**config.mk**
```make
export PLATFORM = sky130hd
export DESIGN_NAME = sparce_skip_redirect
export DESIGN_NICKNAME = d
export VERILOG_FILES = /design/src/rtl/sparce_skip_redirect.sv
export SDC_FILE = /design/constraint.sdc
export NUM_CORES = 1
export LEC_CHECK = 0
export BUFFER_PORTS_ARGS = -buffer_cell sky130_fd_sc_hd__buf_4
export CAP_MARGIN = 20
export CORE_ASPECT_RATIO = 0.6
export CORE_MARGIN = 5
export CORE_UTILIZATION = 63
export CTS_CLUSTER_SIZE = 10
export DETAILED_ROUTE_END_ITERATION = 10
export GPL_TIMING_DRIVEN = 0
export PLACE_DENSITY = 0.93
export SLEW_MARGIN = 0
export SYNTH_ARGS = -nofsm -noshare
export SYNTH_HDL_FRONTEND = slang
export SYNTH_SLANG_ARGS = --single-unit
```
**constraint.sdc**
```tcl
create_clock -name CLK -period 12.3 [get_ports CLK]
set_input_delay 0.615 -clock CLK [delete_from_list [all_inputs] [get_ports CLK]]
set_output_delay 0.615 -clock CLK [all_outputs]
set_load 0.01 [all_outputs]
```
**src/rtl/sparce_skip_redirect.sv**
```systemverilog
// sparce_skip_redirect
// Services skip requests from the SparCE sparsity unit: validates the skip,
// waits for any in-flight instruction fetch to drain, then issues a one-shot
// fetch redirect plus IF/ID flush. Keeps a saturating count of skipped
// instructions. A flush from the hazard unit always cancels a pending skip.
module sparce_skip_redirect #(
    parameter int ADDR_WIDTH = 32,
    parameter int CNT_WIDTH  = 32
) (
    input  logic                  CLK,
    input  logic                  nRST,
    input  logic                  skip_req,
    input  logic [ADDR_WIDTH-1:0] skip_origin,
    input  logic [ADDR_WIDTH-1:0] skip_target,
    input  logic                  imem_busy,
    input  logic                  redirect_ready,
    input  logic                  pipe_flush,
    output logic                  skip_ack,
    output logic                  skip_taken,
    output logic                  redirect_valid,
    output logic [ADDR_WIDTH-1:0] redirect_pc,
    output logic                  flush_if_id,
    output logic [CNT_WIDTH-1:0]  skip_count
);

    typedef enum logic [1:0] {
        IDLE     = 2'd0,
        DRAIN    = 2'd1,
        REDIRECT = 2'd2
    } state_t;

    state_t                  r_state;
    state_t                  w_state_nxt;
    logic [ADDR_WIDTH-1:0]   r_origin;
    logic [ADDR_WIDTH-1:0]   r_target;
    logic [CNT_WIDTH-1:0]    r_count;

    logic [ADDR_WIDTH-1:0]   w_origin_p4;
    logic                    w_req_valid;
    logic                    w_accept;
    logic                    w_taken;
    logic [ADDR_WIDTH-1:0]   w_span;
    logic [ADDR_WIDTH-1:0]   w_delta;
    logic [CNT_WIDTH-1:0]    w_delta_c;
    logic [CNT_WIDTH:0]      w_sum;

    // A skip must land on a word boundary strictly beyond the next instruction,
    // otherwise there is nothing to skip and the request is rejected.
    assign w_origin_p4 = skip_origin + ADDR_WIDTH'(4);
    assign w_req_valid = (skip_target[1:0] == 2'b00) && (skip_target > w_origin_p4);

    // Request is taken into service (payload latched) only from IDLE.
    assign w_accept = (r_state == IDLE) && skip_req && !pipe_flush && w_req_valid;

    // Redirect handed off to fetch this cycle.
    assign w_taken = (r_state == REDIRECT) && !pipe_flush && redirect_ready;

    // Instructions skipped = words between origin and target, minus the
    // fall-through slot; resized to the counter width before the add.
    assign w_span    = r_target - r_origin;
    assign w_delta   = (w_span >> 2) - ADDR_WIDTH'(1);
    assign w_delta_c = CNT_WIDTH'(w_delta);
    assign w_sum     = {1'b0, r_count} + {1'b0, w_delta_c};

    // State register
    always_ff @(posedge CLK or negedge nRST) begin
        if (!nRST) r_state <= IDLE;
        else       r_state <= w_state_nxt;
    end

    // Next-state logic; pipe_flush pre-empts everything
    always_comb begin
        w_state_nxt = r_state;
        case (r_state)
            IDLE: begin
                if (w_accept) w_state_nxt = imem_busy ? DRAIN : REDIRECT;
            end
            DRAIN: begin
                if (pipe_flush)      w_state_nxt = IDLE;
                else if (!imem_busy) w_state_nxt = REDIRECT;
            end
            REDIRECT: begin
                if (pipe_flush || redirect_ready) w_state_nxt = IDLE;
            end
            default: w_state_nxt = IDLE;
        endcase
    end

    // Handshake and redirect outputs, combinational from state and inputs
    always_comb begin
        skip_ack       = 1'b0;
        skip_taken     = 1'b0;
        redirect_valid = 1'b0;
        flush_if_id    = 1'b0;
        case (r_state)
            IDLE: begin
                // flushed or invalid requests are consumed immediately as drops
                skip_ack = skip_req && (pipe_flush || !w_req_valid);
            end
            DRAIN: begin
                skip_ack = pipe_flush;
            end
            REDIRECT: begin
                redirect_valid = !pipe_flush;
                flush_if_id    = w_taken;
                skip_ack       = pipe_flush || redirect_ready;
                skip_taken     = w_taken;
            end
            default: ;
        endcase
    end

    // Payload latch, held stable while the skip is in service
    always_ff @(posedge CLK or negedge nRST) begin
        if (!nRST) begin
            r_origin <= '0;
            r_target <= '0;
        end else if (w_accept) begin
            r_origin <= skip_origin;
            r_target <= skip_target;
        end
    end

    // Saturating skipped-instruction counter, bumped when a redirect is taken
    always_ff @(posedge CLK or negedge nRST) begin
        if (!nRST) begin
            r_count <= '0;
        end else if (w_taken) begin
            r_count <= w_sum[CNT_WIDTH] ? '1 : w_sum[CNT_WIDTH-1:0];
        end
    end

    assign redirect_pc = r_target;
    assign skip_count  = r_count;

endmodule

```
==> flow_summary.yaml <==
clock_network:
  htreeDepth: 3
  cts_max_path_buffers: 2
  cts_resized: 0
  cts_tree: "built"
  postCtsHoldBufs: 0
  clk_latency_ps: 360
  cts_sinks: 98
  clockRootBuffer: "clkbuf_16"
  numCtsBuffers: 9
  clkTransAtPathRegs_ps: 80
  post_cts_buffers: 0
die:
  fp.dieW_um: 165
  core_area_um2: 14300
  dieArea_um2: 17000
  die_h_um: 103
  start_util_pct: 63.5
  rows: 34
  io_pins: 138
global_routing:
  grt_pass1_vias: 8061
  gr-total-overflow: 0
  grt_max_degree: 72
  gr-usage-met1_pct: 44.9
  grt_pass1_wl_mm: 40.7
  grt_util_met3_pct: 7.19
  grt_use_total_pct: 30.0
  busiest_layer: "met1"
  antenna_found_initial: 0
  grtUsageMet2_pct: 42.8
detailed_routing:
  ant_nets: 0
  drtIter0Drc: 754
  first_pass_iters: 8
  wl_per_cell_um: 18.3
  drt-vias-per-instance: 6.20
  wl_mm: 25.3
  dr_total_vias: 8583
  route.detailed.drc: 0
logic_synthesis:
  synth_cell_type_count: 82
  syn_area_per_cell_um2: 8.80
  synthesis.instances: 1034
  ys_seq_area_share_pct: 27.0
  synth_edf_count: 0
  synth_warnings: 0
  ys.flop_type: "dfrtp_1"
  ys_ff_latch: 98
  synthArstFlopShare_pct: 100
  synth_fp_nets: 1205
  synth_area_um2: 9100
final_layout:
  nFillCells: 1023
  area_growth_pct: 17.8
  fin_nets: 1354
  diodes: 0
  instances_no_fill: 1385
  design_area_um2: 10700
  drive_gt1_share_pct: 19.7
sta:
  clock_skew_ps: 17.3
  drv_slew: 0
  fin_crit_ps: 6400
  finalSetupViolCount: 0
  fin_crit_sh_pct: 52.0
  relSlewSlack_pct: 46.1
  rsz0062_at_grt: "false"
  max_freq_mhz: 156
  tightestPinTransition_ps: 809
  finalHoldViolations: 0
  setup-tns-final_ps: 0
place:
  postPlaceCellArea_um2: 10400
  numPortBuffers: 137
  dp_hpwl_mm: 20.1
  dp_cells: 1370
  gp_congestion: 0.941
run_status:
  outcome: "finished, final reports clean"
pwr:
  p_per_area_nw_per_um2: 283
  power.leakage_nw: 5.11
  power.total_mw: 3.03
  peakVddDrop_v: 0.000114
setup_path:
  start_kind: "flip-flop"
  reg2reg_depth: 24
  end_kind: "flip-flop"
  critical_path_class: "flip-flop to flip-flop"
  crit_arrival_ps: 6690
  cp_max_fo: 10
  worstPathRequired_ps: 12590
worst_hold_path:
  hold_path.class: "primary input to async pin"
run:
  cap_violations: 0
power by group:
| part | leakage, nW | switching [mW] | internal [mW] |
|---|---|---|---|
| sequential | 1.23 | 0.0848 | 0.414 |
| combinational | 3.73 | 1.26 | 0.955 |
| clock | 0.156 | 0.134 | 0.178 |
| total | 5.11 | 1.48 | 1.55 |
cells in the mapped netlist, types with 3 or more instances:
| library cell | instances | area [um2] |
|---|---|---|
| a211o_1 | 3 | 26.3 |
| a211oi_1 | 4 | 30.0 |
| a21boi_0 | 4 | 30.0 |
| a21o_1 | 45 | 338 |
| a21oi_1 | 68 | 340 |
| a221oi_2 | 3 | 45.0 |
| a31oi_1 | 9 | 56.3 |
| a41o_1 | 3 | 30.0 |
| and2_1 | 3 | 18.8 |
| and3_1 | 14 | 87.6 |
| and4_1 | 3 | 26.3 |
| buf_1 | 5 | 18.8 |
| buf_2 | 7 | 35.0 |
| clkbuf_1 | 24 | 90.1 |
| dfrtp_1 | 98 | 2450 |
| ha_1 | 100 | 1250 |
| inv_1 | 54 | 203 |
| mux2_2 | 34 | 383 |
| nand2_1 | 93 | 349 |
| nand2b_1 | 11 | 68.8 |
| nand3_1 | 22 | 110 |
| nand3b_1 | 3 | 22.5 |
| nand4_1 | 19 | 119 |
| nor2_1 | 57 | 214 |
| nor2b_1 | 14 | 87.6 |
| nor3_1 | 18 | 90.1 |
| nor4_1 | 6 | 37.5 |
| o2111ai_1 | 4 | 35.0 |
| o211ai_1 | 6 | 45.0 |
| o21a_1 | 10 | 75.1 |
| o21ai_0 | 64 | 320 |
| o21ai_1 | 8 | 40.0 |
| o21bai_1 | 9 | 67.6 |
| o22a_1 | 31 | 272 |
| o31ai_1 | 4 | 30.0 |
| or2_2 | 4 | 25.0 |
| or3_1 | 9 | 56.3 |
| xnor2_1 | 61 | 534 |
| xor2_1 | 43 | 377 |
worst paths after layout:
| check | from | endpoint | slack (ps) |
|---|---|---|---|
| max | redirect_pc[6] | skip_count[28] | 5900 |
| min in group CLK | imem_busy | r_state[1] | 480 |
| min reg2reg | r_origin[0] | r_origin[0] | 510 |
| max in group asynchronous | nRST | r_origin[27] | 11450 |
| max reg2reg | redirect_pc[6] | skip_count[28] | 5900 |
| min | nRST | skip_count[22] | 170 |
cells in the final DEF (no fill, tap or decap), types with 31 or more instances in the layout:
cell / instances
nor2_1: 57
o22a_1: 31
xnor2_1: 61
buf_4: 139
xor2_1: 43
ha_1: 100
nand2_1: 93
inv_1: 54
a21oi_1: 68
mux2_2: 34
o21ai_0: 64
a21o_1: 45
dfrtp_1: 98
stage by stage:
stage	setup slack, ps	hold WS, ps	util [%]
2_1_floorplan	7020	319	-
3_3_place_gp	6110	495	72.4
3_5_place_dp	6060	498	72.6
4_1_cts	6030	180	74.7
5_1_grt	5530	207	74.7
6_report	5900	170	74.7
critical path: stages, from the launching register on:
cell and delay [ps]:
dfrtp_1 420, ha_1 310, buf_2 180, and2_1 180, and3_1 190, a31oi_2 250
nand3b_1 170, or3_1 410, a2111oi_4 480, nand2_2 210, nor2_2 200, a21oi_1 120
a221oi_2 280, xnor2_1 120, ha_1 410, a21o_1 140, a21oi_1 70, nor2b_1 180
a211o_1 230, a21oi_1 130, o21ai_1 320, o21ai_0 180, o21ai_1 480, clkbuf_1 440
o22a_1 220
cell families (layout without fill, tap and decap cells):
family	after synthesis	count (layout)	synth area share [%]
buf+inv	94	247	4.22
compound gates	312	312	24.5
simple gates	289	289	16.0
flops	98	98	27.0
mux	36	36	4.43
xor+xnor	104	104	10.0
fa+ha+maj	101	101	14.0
cell type report:
type                       count  area (um2)  share of cell area, %
multi-input combinational    842        6260                   58.4
sequential                    98        2450                   22.9
inverter                      54         203                   1.89
clock inverter                 6        87.6                  0.817
clock buffer                   9         225                   2.10
timing repair buffer         138        1060                   9.86
tap                          198         248                   2.31
buffer                        40         181                   1.69
registers in the layout, indices dropped and copies added (netlist names):
register,flops
r_origin,32
redirect_pc,32
skip_count,32
r_state,2
per-layer routing:
metal	routed length, um	vias up
met4	496	0
met5	0	-
li1	-	4079
met2	10200	409
met1	12200	4044
met3	2440	51
Power figures use the tool's default switching activity.
